[src/rtl/uart_apb_init_arbiter.sv]
// Programs a 16550-style UART after reset, then round-robin shares it between two APB masters.
// Optional slave-response watchdog: define UART_ARB_TIMEOUT_EN.
module uart_apb_init_arbiter #(
    parameter int ClkFreqHz     = 50000000,
    parameter int BaudRate      = 115200,
    parameter int TimeoutCycles = 255
) (
    input  logic        clk_i,
    input  logic        rst_ni,
    input  logic        m0_psel_i,
    input  logic        m0_penable_i,
    input  logic        m0_pwrite_i,
    input  logic [31:0] m0_paddr_i,
    input  logic [31:0] m0_pwdata_i,
    output logic [31:0] m0_prdata_o,
    output logic        m0_pready_o,
    output logic        m0_pslverr_o,
    input  logic        m1_psel_i,
    input  logic        m1_penable_i,
    input  logic        m1_pwrite_i,
    input  logic [31:0] m1_paddr_i,
    input  logic [31:0] m1_pwdata_i,
    output logic [31:0] m1_prdata_o,
    output logic        m1_pready_o,
    output logic        m1_pslverr_o,
    output logic        uart_psel_o,
    output logic        uart_penable_o,
    output logic        uart_pwrite_o,
    output logic [31:0] uart_paddr_o,
    output logic [31:0] uart_pwdata_o,
    input  logic [31:0] uart_prdata_i,
    input  logic        uart_pready_i,
    input  logic        uart_pslverr_i,
    output logic        init_done_o
);

    localparam logic [15:0] Divisor = 16'((ClkFreqHz + 8 * BaudRate) / (16 * BaudRate));

    typedef enum logic [2:0] {
        INIT_SETUP  = 3'd0,
        INIT_ACCESS = 3'd1,
        IDLE        = 3'd2,
        SETUP       = 3'd3,
        ACCESS      = 3'd4
    } state_e;

    function automatic logic [31:0] rom_addr(input logic [2:0] idx);
        logic [31:0] a;
        case (idx)
            3'd0:    a = 32'h0000_000C;
            3'd1:    a = 32'h0000_0000;
            3'd2:    a = 32'h0000_0004;
            3'd3:    a = 32'h0000_000C;
            3'd4:    a = 32'h0000_0008;
            3'd5:    a = 32'h0000_0004;
            default: a = 32'h0000_0000;
        endcase
        return a;
    endfunction

    function automatic logic [31:0] rom_data(input logic [2:0] idx);
        logic [31:0] d;
        case (idx)
            3'd0:    d = 32'h0000_0083;
            3'd1:    d = {24'h00_0000, Divisor[7:0]};
            3'd2:    d = {24'h00_0000, Divisor[15:8]};
            3'd3:    d = 32'h0000_0003;
            3'd4:    d = 32'h0000_0007;
            3'd5:    d = 32'h0000_0000;
            default: d = 32'h0000_0000;
        endcase
        return d;
    endfunction

    state_e      state_q, state_d;
    logic [2:0]  idx_q, idx_d;
    logic        grant_q, grant_d;
    logic        last_grant_q, last_grant_d;
    logic        init_done_q, init_done_d;
    logic        psel_q, psel_d;
    logic        penable_q, penable_d;
    logic        pwrite_q, pwrite_d;
    logic [31:0] paddr_q, paddr_d;
    logic [31:0] pwdata_q, pwdata_d;
    logic        done_s;
    logic [31:0] rdata_s;
    logic        err_s;
    logic        unused_s;

    // Phase requests are regenerated here, so master penable carries no information.
    assign unused_s = m0_penable_i ^ m1_penable_i;

`ifdef UART_ARB_TIMEOUT_EN
    localparam int CntW = (TimeoutCycles > 255) ? $clog2(TimeoutCycles + 1) : 8;
    logic [CntW-1:0] cnt_q, cnt_d;
    logic            timeout_s;

    assign timeout_s = ((state_q == ACCESS) || (state_q == INIT_ACCESS)) && !uart_pready_i
                       && (cnt_q >= CntW'(TimeoutCycles - 1));
    assign done_s    = uart_pready_i || timeout_s;
    assign rdata_s   = timeout_s ? 32'hDEAD_BEEF : uart_prdata_i;
    assign err_s     = timeout_s ? 1'b1 : uart_pslverr_i;

    // Watchdog counter restarts on every state change.
    always_comb begin
        cnt_d = cnt_q;
        if (state_d != state_q) begin
            cnt_d = '0;
        end else if ((state_q == ACCESS) || (state_q == INIT_ACCESS)) begin
            cnt_d = cnt_q + CntW'(1);
        end else begin
            cnt_d = cnt_q;
        end
    end

    // Watchdog counter register.
    always_ff @(posedge clk_i) begin
        if (!rst_ni) begin
            cnt_q <= '0;
        end else begin
            cnt_q <= cnt_d;
        end
    end
`else
    localparam int unused_timeout_cycles = TimeoutCycles;
    assign done_s  = uart_pready_i;
    assign rdata_s = uart_prdata_i;
    assign err_s   = uart_pslverr_i;
`endif

    // State and registered UART-side outputs.
    always_ff @(posedge clk_i) begin
        if (!rst_ni) begin
            state_q      <= INIT_SETUP;
            idx_q        <= 3'd0;
            grant_q      <= 1'b0;
            last_grant_q <= 1'b1;
            init_done_q  <= 1'b0;
            psel_q       <= 1'b0;
            penable_q    <= 1'b0;
            pwrite_q     <= 1'b0;
            paddr_q      <= 32'h0000_0000;
            pwdata_q     <= 32'h0000_0000;
        end else begin
            state_q      <= state_d;
            idx_q        <= idx_d;
            grant_q      <= grant_d;
            last_grant_q <= last_grant_d;
            init_done_q  <= init_done_d;
            psel_q       <= psel_d;
            penable_q    <= penable_d;
            pwrite_q     <= pwrite_d;
            paddr_q      <= paddr_d;
            pwdata_q     <= pwdata_d;
        end
    end

    // Next-state, init sequencing and round-robin arbitration.
    always_comb begin
        state_d      = state_q;
        idx_d        = idx_q;
        grant_d      = grant_q;
        last_grant_d = last_grant_q;
        init_done_d  = init_done_q;
        case (state_q)
            INIT_SETUP: begin
                // First cycle out of reset has no setup phase on the bus yet.
                if (psel_q) begin
                    state_d = INIT_ACCESS;
                end else begin
                    state_d = INIT_SETUP;
                end
            end
            INIT_ACCESS: begin
                if (done_s && (idx_q == 3'd5)) begin
                    state_d     = IDLE;
                    idx_d       = 3'd0;
                    init_done_d = 1'b1;
                end else if (done_s) begin
                    state_d = INIT_SETUP;
                    idx_d   = idx_q + 3'd1;
                end else begin
                    state_d = INIT_ACCESS;
                end
            end
            IDLE: begin
                if (m0_psel_i && m1_psel_i) begin
                    grant_d = ~last_grant_q;
                    state_d = SETUP;
                end else if (m0_psel_i || m1_psel_i) begin
                    grant_d = m1_psel_i;
                    state_d = SETUP;
                end else begin
                    state_d = IDLE;
                end
            end
            SETUP: begin
                state_d = ACCESS;
            end
            ACCESS: begin
                if (done_s) begin
                    last_grant_d = grant_q;
                    state_d      = IDLE;
                end else begin
                    state_d = ACCESS;
                end
            end
            default: begin
                state_d = INIT_SETUP;
                idx_d   = 3'd0;
            end
        endcase
    end

    // UART bus values are computed for the upcoming state so they register in step with it.
    always_comb begin
        psel_d    = (state_d != IDLE);
        penable_d = (state_d == INIT_ACCESS) || (state_d == ACCESS);
        pwrite_d  = pwrite_q;
        paddr_d   = paddr_q;
        pwdata_d  = pwdata_q;
        if ((state_d == INIT_SETUP) || (state_d == INIT_ACCESS)) begin
            pwrite_d = 1'b1;
            paddr_d  = rom_addr(idx_d);
            pwdata_d = rom_data(idx_d);
        end else if ((state_q == IDLE) && (state_d == SETUP)) begin
            pwrite_d = grant_d ? m1_pwrite_i : m0_pwrite_i;
            paddr_d  = grant_d ? m1_paddr_i  : m0_paddr_i;
            pwdata_d = grant_d ? m1_pwdata_i : m0_pwdata_i;
        end else begin
            pwrite_d = pwrite_q;
        end
    end

    // Master responses appear combinationally in the completion cycle only.
    always_comb begin
        m0_pready_o  = 1'b0;
        m0_pslverr_o = 1'b0;
        m0_prdata_o  = 32'h0000_0000;
        m1_pready_o  = 1'b0;
        m1_pslverr_o = 1'b0;
        m1_prdata_o  = 32'h0000_0000;
        if ((state_q == ACCESS) && done_s && !grant_q) begin
            m0_pready_o  = 1'b1;
            m0_pslverr_o = err_s;
            m0_prdata_o  = rdata_s;
        end else if ((state_q == ACCESS) && done_s && grant_q) begin
            m1_pready_o  = 1'b1;
            m1_pslverr_o = err_s;
            m1_prdata_o  = rdata_s;
        end else begin
            m0_pready_o = 1'b0;
        end
    end

    assign uart_psel_o    = psel_q;
    assign uart_penable_o = penable_q;
    assign uart_pwrite_o  = pwrite_q;
    assign uart_paddr_o   = paddr_q;
    assign uart_pwdata_o  = pwdata_q;
    assign init_done_o    = init_done_q;

endmodule

[config.mk]
export PLATFORM = sky130hd
export DESIGN_NAME = uart_apb_init_arbiter
export DESIGN_NICKNAME = d
export VERILOG_FILES = /design/src/rtl/uart_apb_init_arbiter.sv
export SDC_FILE = /design/constraint.sdc
export NUM_CORES = 1
export LEC_CHECK = 0
export BUFFER_PORTS_ARGS = -buffer_cell sky130_fd_sc_hd__buf_2
export CAP_MARGIN = 20
export CORE_AREA = 10 10 129 131
export CTS_CLUSTER_SIZE = 8
export DETAILED_ROUTE_END_ITERATION = 16
export DIE_AREA = 0 0 139 141
export HOLD_SLACK_MARGIN = 0.03
export PLACE_DENSITY_LB_ADDON = 0.08
export SLEW_MARGIN = 30
export SYNTH_ARGS = -nofsm -noshare
export SYNTH_HDL_FRONTEND = slang
export SYNTH_SLANG_ARGS = --single-unit
[constraint.sdc]
create_clock -name clk_i -period 5.6 [get_ports clk_i]
set_clock_uncertainty 0.05 [all_clocks]
set_input_delay 0.28 -clock clk_i [delete_from_list [all_inputs] [get_ports clk_i]]
set_output_delay 0.28 -clock clk_i [all_outputs]
set_load 0.01 [all_outputs]
* Word-level counts from Yosys, hierarchy flattened
Index checks and enable logic that the tools add are counted.
Word-level totals: bits in registers 76, logic and storage cells 78
Cells by class: $add $sub $neg 1, equality and inequality tests 14, muxes and demuxes 33, bitwise gates (word level) 1, reduce and logical (&&, ||, !) cells 19
Operator list (number):
- 32-bit 2-to-1 mux | 9
- 8-bit one-hot mux with 4 select lines | 1
- 1-bit 2-to-1 mux | 16
- 3-bit by 2-bit == test with 1-bit output, second input constant | 5
- 3-bit == test, second input constant | 5
- 3-bit one-hot mux with 5 select lines | 1
- 4-bit one-hot mux with 3 select lines | 1
- 3-bit by 1-bit == test with 1-bit output, second input constant | 3
- 3-bit logical NOT | 3
- 3-bit 2-to-1 mux | 3
- 1-bit logical AND | 6
- 3-bit one-hot mux with 2 select lines | 1
- 2-bit AND reduction | 2
- 2-bit OR reduction | 2
- 4-bit OR reduction | 1
- 3-bit by 1-bit adder with 3-bit output, second input constant | 1
- 1-bit logical OR | 3
- 3-bit by 2-bit inequality test with 1-bit output, second input constant | 1
- 2-bit 2-to-1 mux | 1
- 2-bit nonzero test | 1
- 1-bit logical NOT | 1
- 1-bit NOT | 1

* Depth between registers and ports, before layout
depth after elaboration 8, mapped depth 8, gate-level depth less buffers 7

* Least setup slack after synthesis
No wires, ideal clock.
path type reg-to-reg, start register state_q[0], end register paddr_q[23], in the netlist uart_paddr_o[23], arrival time 1.903 ns, data required time 5.422 ns, path slack 3.519 ns, cell stages (with the launch flop) 8, buffers on the path 2, path through dfxtp_1 -> or3b_1 -> o32ai_2 -> buf_4 -> buf_4 -> mux2_2 -> a22oi_1 -> nor2_1
Between the ends: word-level cells in the longest chain between the ends 5, elaborated cells between the ends (all ways) 16
Ends and longest elaborated chain:
- from (decl) | RTL line 75 | state_e state_q, state_d;
- from (signal assigned) | RTL line 145 | state_q <= state_d;
- 3-bit == test (tied with other cells) | RTL line 165 | case (state_q)
- 3-bit one-hot mux with 5 select lines / 1-bit 2-to-1 mux (equally long branches) | RTL line 165
- 3-bit by 1-bit == test with 1-bit output (tied with other cells) | RTL line 222 | if ((state_d == INIT_SETUP) || (state_d == INIT_ACCESS)) begin
- 1-bit logical OR (tied with other cells) | RTL line 222
- 32-bit 2-to-1 mux / 2-bit nonzero test (equally long branches)
- to (signal assigned) | RTL line 153 | paddr_q <= paddr_d;
- to (decl) | RTL line 83 | logic [31:0] paddr_q, paddr_d;
Several ways; a longest one is shown, not always the timed one. The select of a mux whose other input is x is not followed. A chain may end at the register's enable or synchronous reset.

* Worst setup path in the final report
start register state_q[1], end register paddr_q[2], in the netlist uart_paddr_o[2]
Between the ends: word-level cells in the longest chain between the ends 7, elaborated cells between the ends (all ways) 26
Ends and longest elaborated chain:
- 3-bit by 2-bit == test with 1-bit output (tied with other cells) | RTL line 165, 226
- 4-bit OR reduction (no line)
- 3-bit one-hot mux with 2 select lines | RTL line 165
- 3-bit == test (tied with other cells) | RTL line 49 | case (idx)
- 2-bit OR reduction (no line)
- 4-bit one-hot mux with 3 select lines | RTL line 49
- 32-bit 2-to-1 mux | RTL line 222
Several ways; a longest one is shown, not always the timed one. The select of a mux whose other input is x is not followed.

==> metrics.md <==
| Metric | Value |
|---|---|
| Status | `finished, final reports clean` |
| PwrDens | `roughly 210 nW/um2` |
| Seq/Total Area, Yosys | `0.3668` |
| Number of CTS-inserted buffers | `9` |
| Syn nets | `640` |
| HPWL Detailed | `around 13000 um` |
| DR DRC count | `0` |
| Antenna cells | `0` |
| Worst slew margin | `0.5463` |
| Final setup fails | `0` |
| Clk sinks | `76` |
| Die width | `about 140 um` |
| GRT Total Usage | `0.1524` |
| Peak VDD IR | `0.1110 mV` |
| Synth Cell Area | `just over 4000 um2` |
| CP delay by family, top | `simple AND/OR/NAND/NOR gates` |
| Yosys reg bits | `76` |
| Routed wire length | `~16000 um` |
| Share of cells above drive strength 1 | `0.5140` |
| Post-CTS Setup Inserts | `0` |
| Vias/cell | `4.673` |
| CTS hold repair buffers | `0` |
| Layout Cells excl Fill | `~940` |
| Total Negative Setup Slacks | `0 ns` |
| Vias in the first global route | `~4500` |
| CTS max path bufs | `2` |
| First-pass GRT wire length | `roughly 24000 um` |
| Clock Power Share | `0.482` |
| Full die area | `a little under 20000 um2` |
| CTS tree | `done` |
| FP Rows | `44` |
| Antenna Nets Post-Route | `0` |
| Io pins | `just over 300` |
| # H-tree levels | `3` |
| Slew @ Worst Pin | `0.6805 ns` |
| Critical Path Fanout Max | `between 40 and 50` |
| Max_cap viols | `0` |
| Yosys cell types | `46` |
| Pin count of the biggest net entering global routing | `65` |
| Dpl cells | `919` |
| Min-Delay Path Class | `input pin to flop` |
| Routability cong. | `~0.79` |
| Fin crit period | `2.736 ns` |
| CTS root buf | `clkbuf_16` |
| Final Instance Area | `6103 um2` |
| Internal power | `~1000 uW` |
| Arrival time of the worst setup path | `2.92 ns` |
| Nets | `roughly 920` |
| Worst path cell trace | `or3b_1 > nor2_4 > buf_4 > nor3_1 > a2111oi_2` |
| Area Overhead vs Synth | `47.15%` |
| Core Area | `between 10000 and 15000 um2` |
| Max Fclk | `about 370 MHz` |
| Mapped Cells | `468` |
| Sequential fraction of design power | `0.422` |
| CP Data Required Time | `between 5 and 6 ns` |
| Clock transition at path regs | `0.06 ns` |
| DR vias | `4369` |
| Initial Util | `0.2920` |
| Drt first pass iters | `5` |
| Final-report hold violation count | `0` |
| Die Height | `about 140 um` |
| WHS Path Cells | `2` |
| RSZ-0062 raised after global routing | `no` |
| Latest clock arrival within the worst-skew pair | `0.34 ns` |
| Number of port buffers | `303` |
| Fillers | `~1500` |
| CP max-delay cell | `dfxtp_1` |
| Nature of the critical path endpoint | `flop` |
| DR iter-0 viols | `211` |
| Setup CP Type | `flop to flop` |
| Count of cells resized by post-cts repair | `0` |
| Net Switching | `between 200 and 300 uW` |
| Fin crit share | `0.4886` |
| Worst path depth | `5` |
| DR WL/cell | `roughly 17 um` |
| CP Buf/Inv Count | `1` |
| Cells on worst reg2reg path | `5` |
| Grt ovf | `0` |
| CP Launch Type | `flop` |
| Area after DPL | `around 5800 um2` |
| Post-Syn Area per Cell | `8.863 um2` |
| Fin. max-slew vios | `0` |
| Sw Ratio | `0.2220` |
| Static leakage | `0.003072 uW` |
| Comb pwr share | `0.096` |
| Initial antenna violation count | `0` |
| CP max stage delay | `just under 0.6 ns` |
| Warnings, synthesis | `0` |
[cell usage after synthesis, drive strengths merged]
cell type | number | area (um2)
o21bai | 1 | 7.510
nor4bb | 1 | 10.01
nor2 | 71 | 266.5
and3 | 1 | 6.260
buf | 10 | 65.06
nor4 | 1 | 6.260
nand2b | 4 | 25.02
xnor2 | 1 | 8.760
or3b | 1 | 8.760
o32ai | 1 | 16.27
a211oi | 5 | 37.54
nand2 | 10 | 37.54
mux2i | 13 | 130.1
a2111oi | 2 | 23.77
nor3b | 2 | 20.02
o22ai | 2 | 12.51
nor3 | 4 | 20.02
o21ai | 10 | 50.05
a32oi | 1 | 8.760
nand4 | 3 | 18.77
nor2b | 7 | 43.79
ha | 2 | 25.02
inv | 4 | 15.01
nand3b | 1 | 7.510
o32a | 1 | 10.01
o21a | 4 | 30.03
a22oi | 54 | 405.4
a21oi | 12 | 60.06
o22a | 1 | 8.760
o2111a | 4 | 45.04
a31oi | 1 | 6.260
and4 | 1 | 8.760
mux2 | 55 | 619.3
or2 | 2 | 12.51
and2 | 68 | 425.4
o311a | 1 | 10.01
dfxtp | 76 | 1521
clkbuf | 30 | 113.9
[power groups by stage]
stage          Combinational, uW  Clock (uW)  Sequential [uW]
4_1_cts                      128         652              553
2_1_floorplan               51.7           0              565
6_report                     126         633              553
5_1_grt                      141         669              554
3_5_place_dp                 127           0              565
3_3_place_gp                 126           0              565
[state kept, by name (all words and copies together) (netlist names), 3 cells and up]
register,count
uart_pwdata_o,32
state_q,3
uart_paddr_o,32
idx_q,3
[metal layers]
layer	track usage	part of all wire	vias to the layer above
li1	-	-	2208
met2	0.2730	0.52	145
met5	0	0	-
met4	0.04503	0.012	0
met3	0.05610	0.075	19
met1	0.1638	0.40	1997
[worst register-to-register path, stage by stage (launching register included)]
cell	delay (ns)
dfxtp_1	0.58
or3b_1	0.50
nor2_4	0.55
buf_4	0.53
nor3_1	0.15
a2111oi_2	0.28
[logic make-up after synthesis]
kind of cell,Yosys count,share of synthesized area
DFF,76,0.3668
AOI/OAI and AO/OA,100,0.1765
buffers and inverters,44,0.04675
adders and majority gates,2,0.006032
muxes,68,0.1807
xor gates and xnor gates,1,0.002112
and+or+nand+nor,177,0.2211
[area by class of cell]
cell class	count	area, um2	share of cell area
Multi-Input combinational cell	348	2461	0.4032
Clock inverter	6	87.58	0.01435
Clock buffer	10	239.0	0.03916
Sequential cell	76	1521	0.2493
Tap cell	184	230.2	0.03772
Inverter	4	17.52	0.002870
Timing Repair Buffer	307	1546	0.2534
[final timing paths]
path,from,to,slack [ns]
setup / recovery,state_q[1]$_SDFF_PN0_,uart_paddr_o[2]$_SDFFE_PN0P_,2.86
hold reg to reg,init_done_o$_SDFFE_PN0P_,init_done_o$_SDFFE_PN0P_,0.43
hold / removal,rst_ni,last_grant_q$_SDFFE_PN1N_,0.19
setup reg to reg,state_q[1]$_SDFF_PN0_,uart_paddr_o[2]$_SDFFE_PN0P_,2.86
[stage by stage]
step	worst slack [ns]	total power, uW	utilization	hold WS [ns]
global placement	2.860	690.9	0.4059	0.4039
CTS	2.810	1333	0.4296	0.1811
global route	2.643	1364	0.4297	0.2057
detailed placement	2.877	692.5	0.4066	0.4058
finish	2.864	1312	0.4297	0.1856
floorplan	3.519	616.6	-	0.3882
[cell usage in the layout, fill, tap and decap left out, types with 4 or more instances in the layout]
cell type / Yosys / final
mux2_2: 54 / 54
mux2i_1: 13 / 13
a21oi_1: 12 / 12
nor3_1: 4 / 4
o21ai_0: 10 / 10
and2_1: 68 / 68
o21a_1: 4 / 4
a22oi_1: 54 / 54
nand2_1: 10 / 10
a211oi_1: 5 / 5
nor2_1: 71 / 70
clkbuf_16: 0 / 9
nor2b_1: 7 / 7
buf_2: 4 / 303
nand2b_1: 4 / 4
o2111a_1: 4 / 4
dfxtp_1: 76 / 76
buf_4: 4 / 4
(Power assumes the default switching activity.)
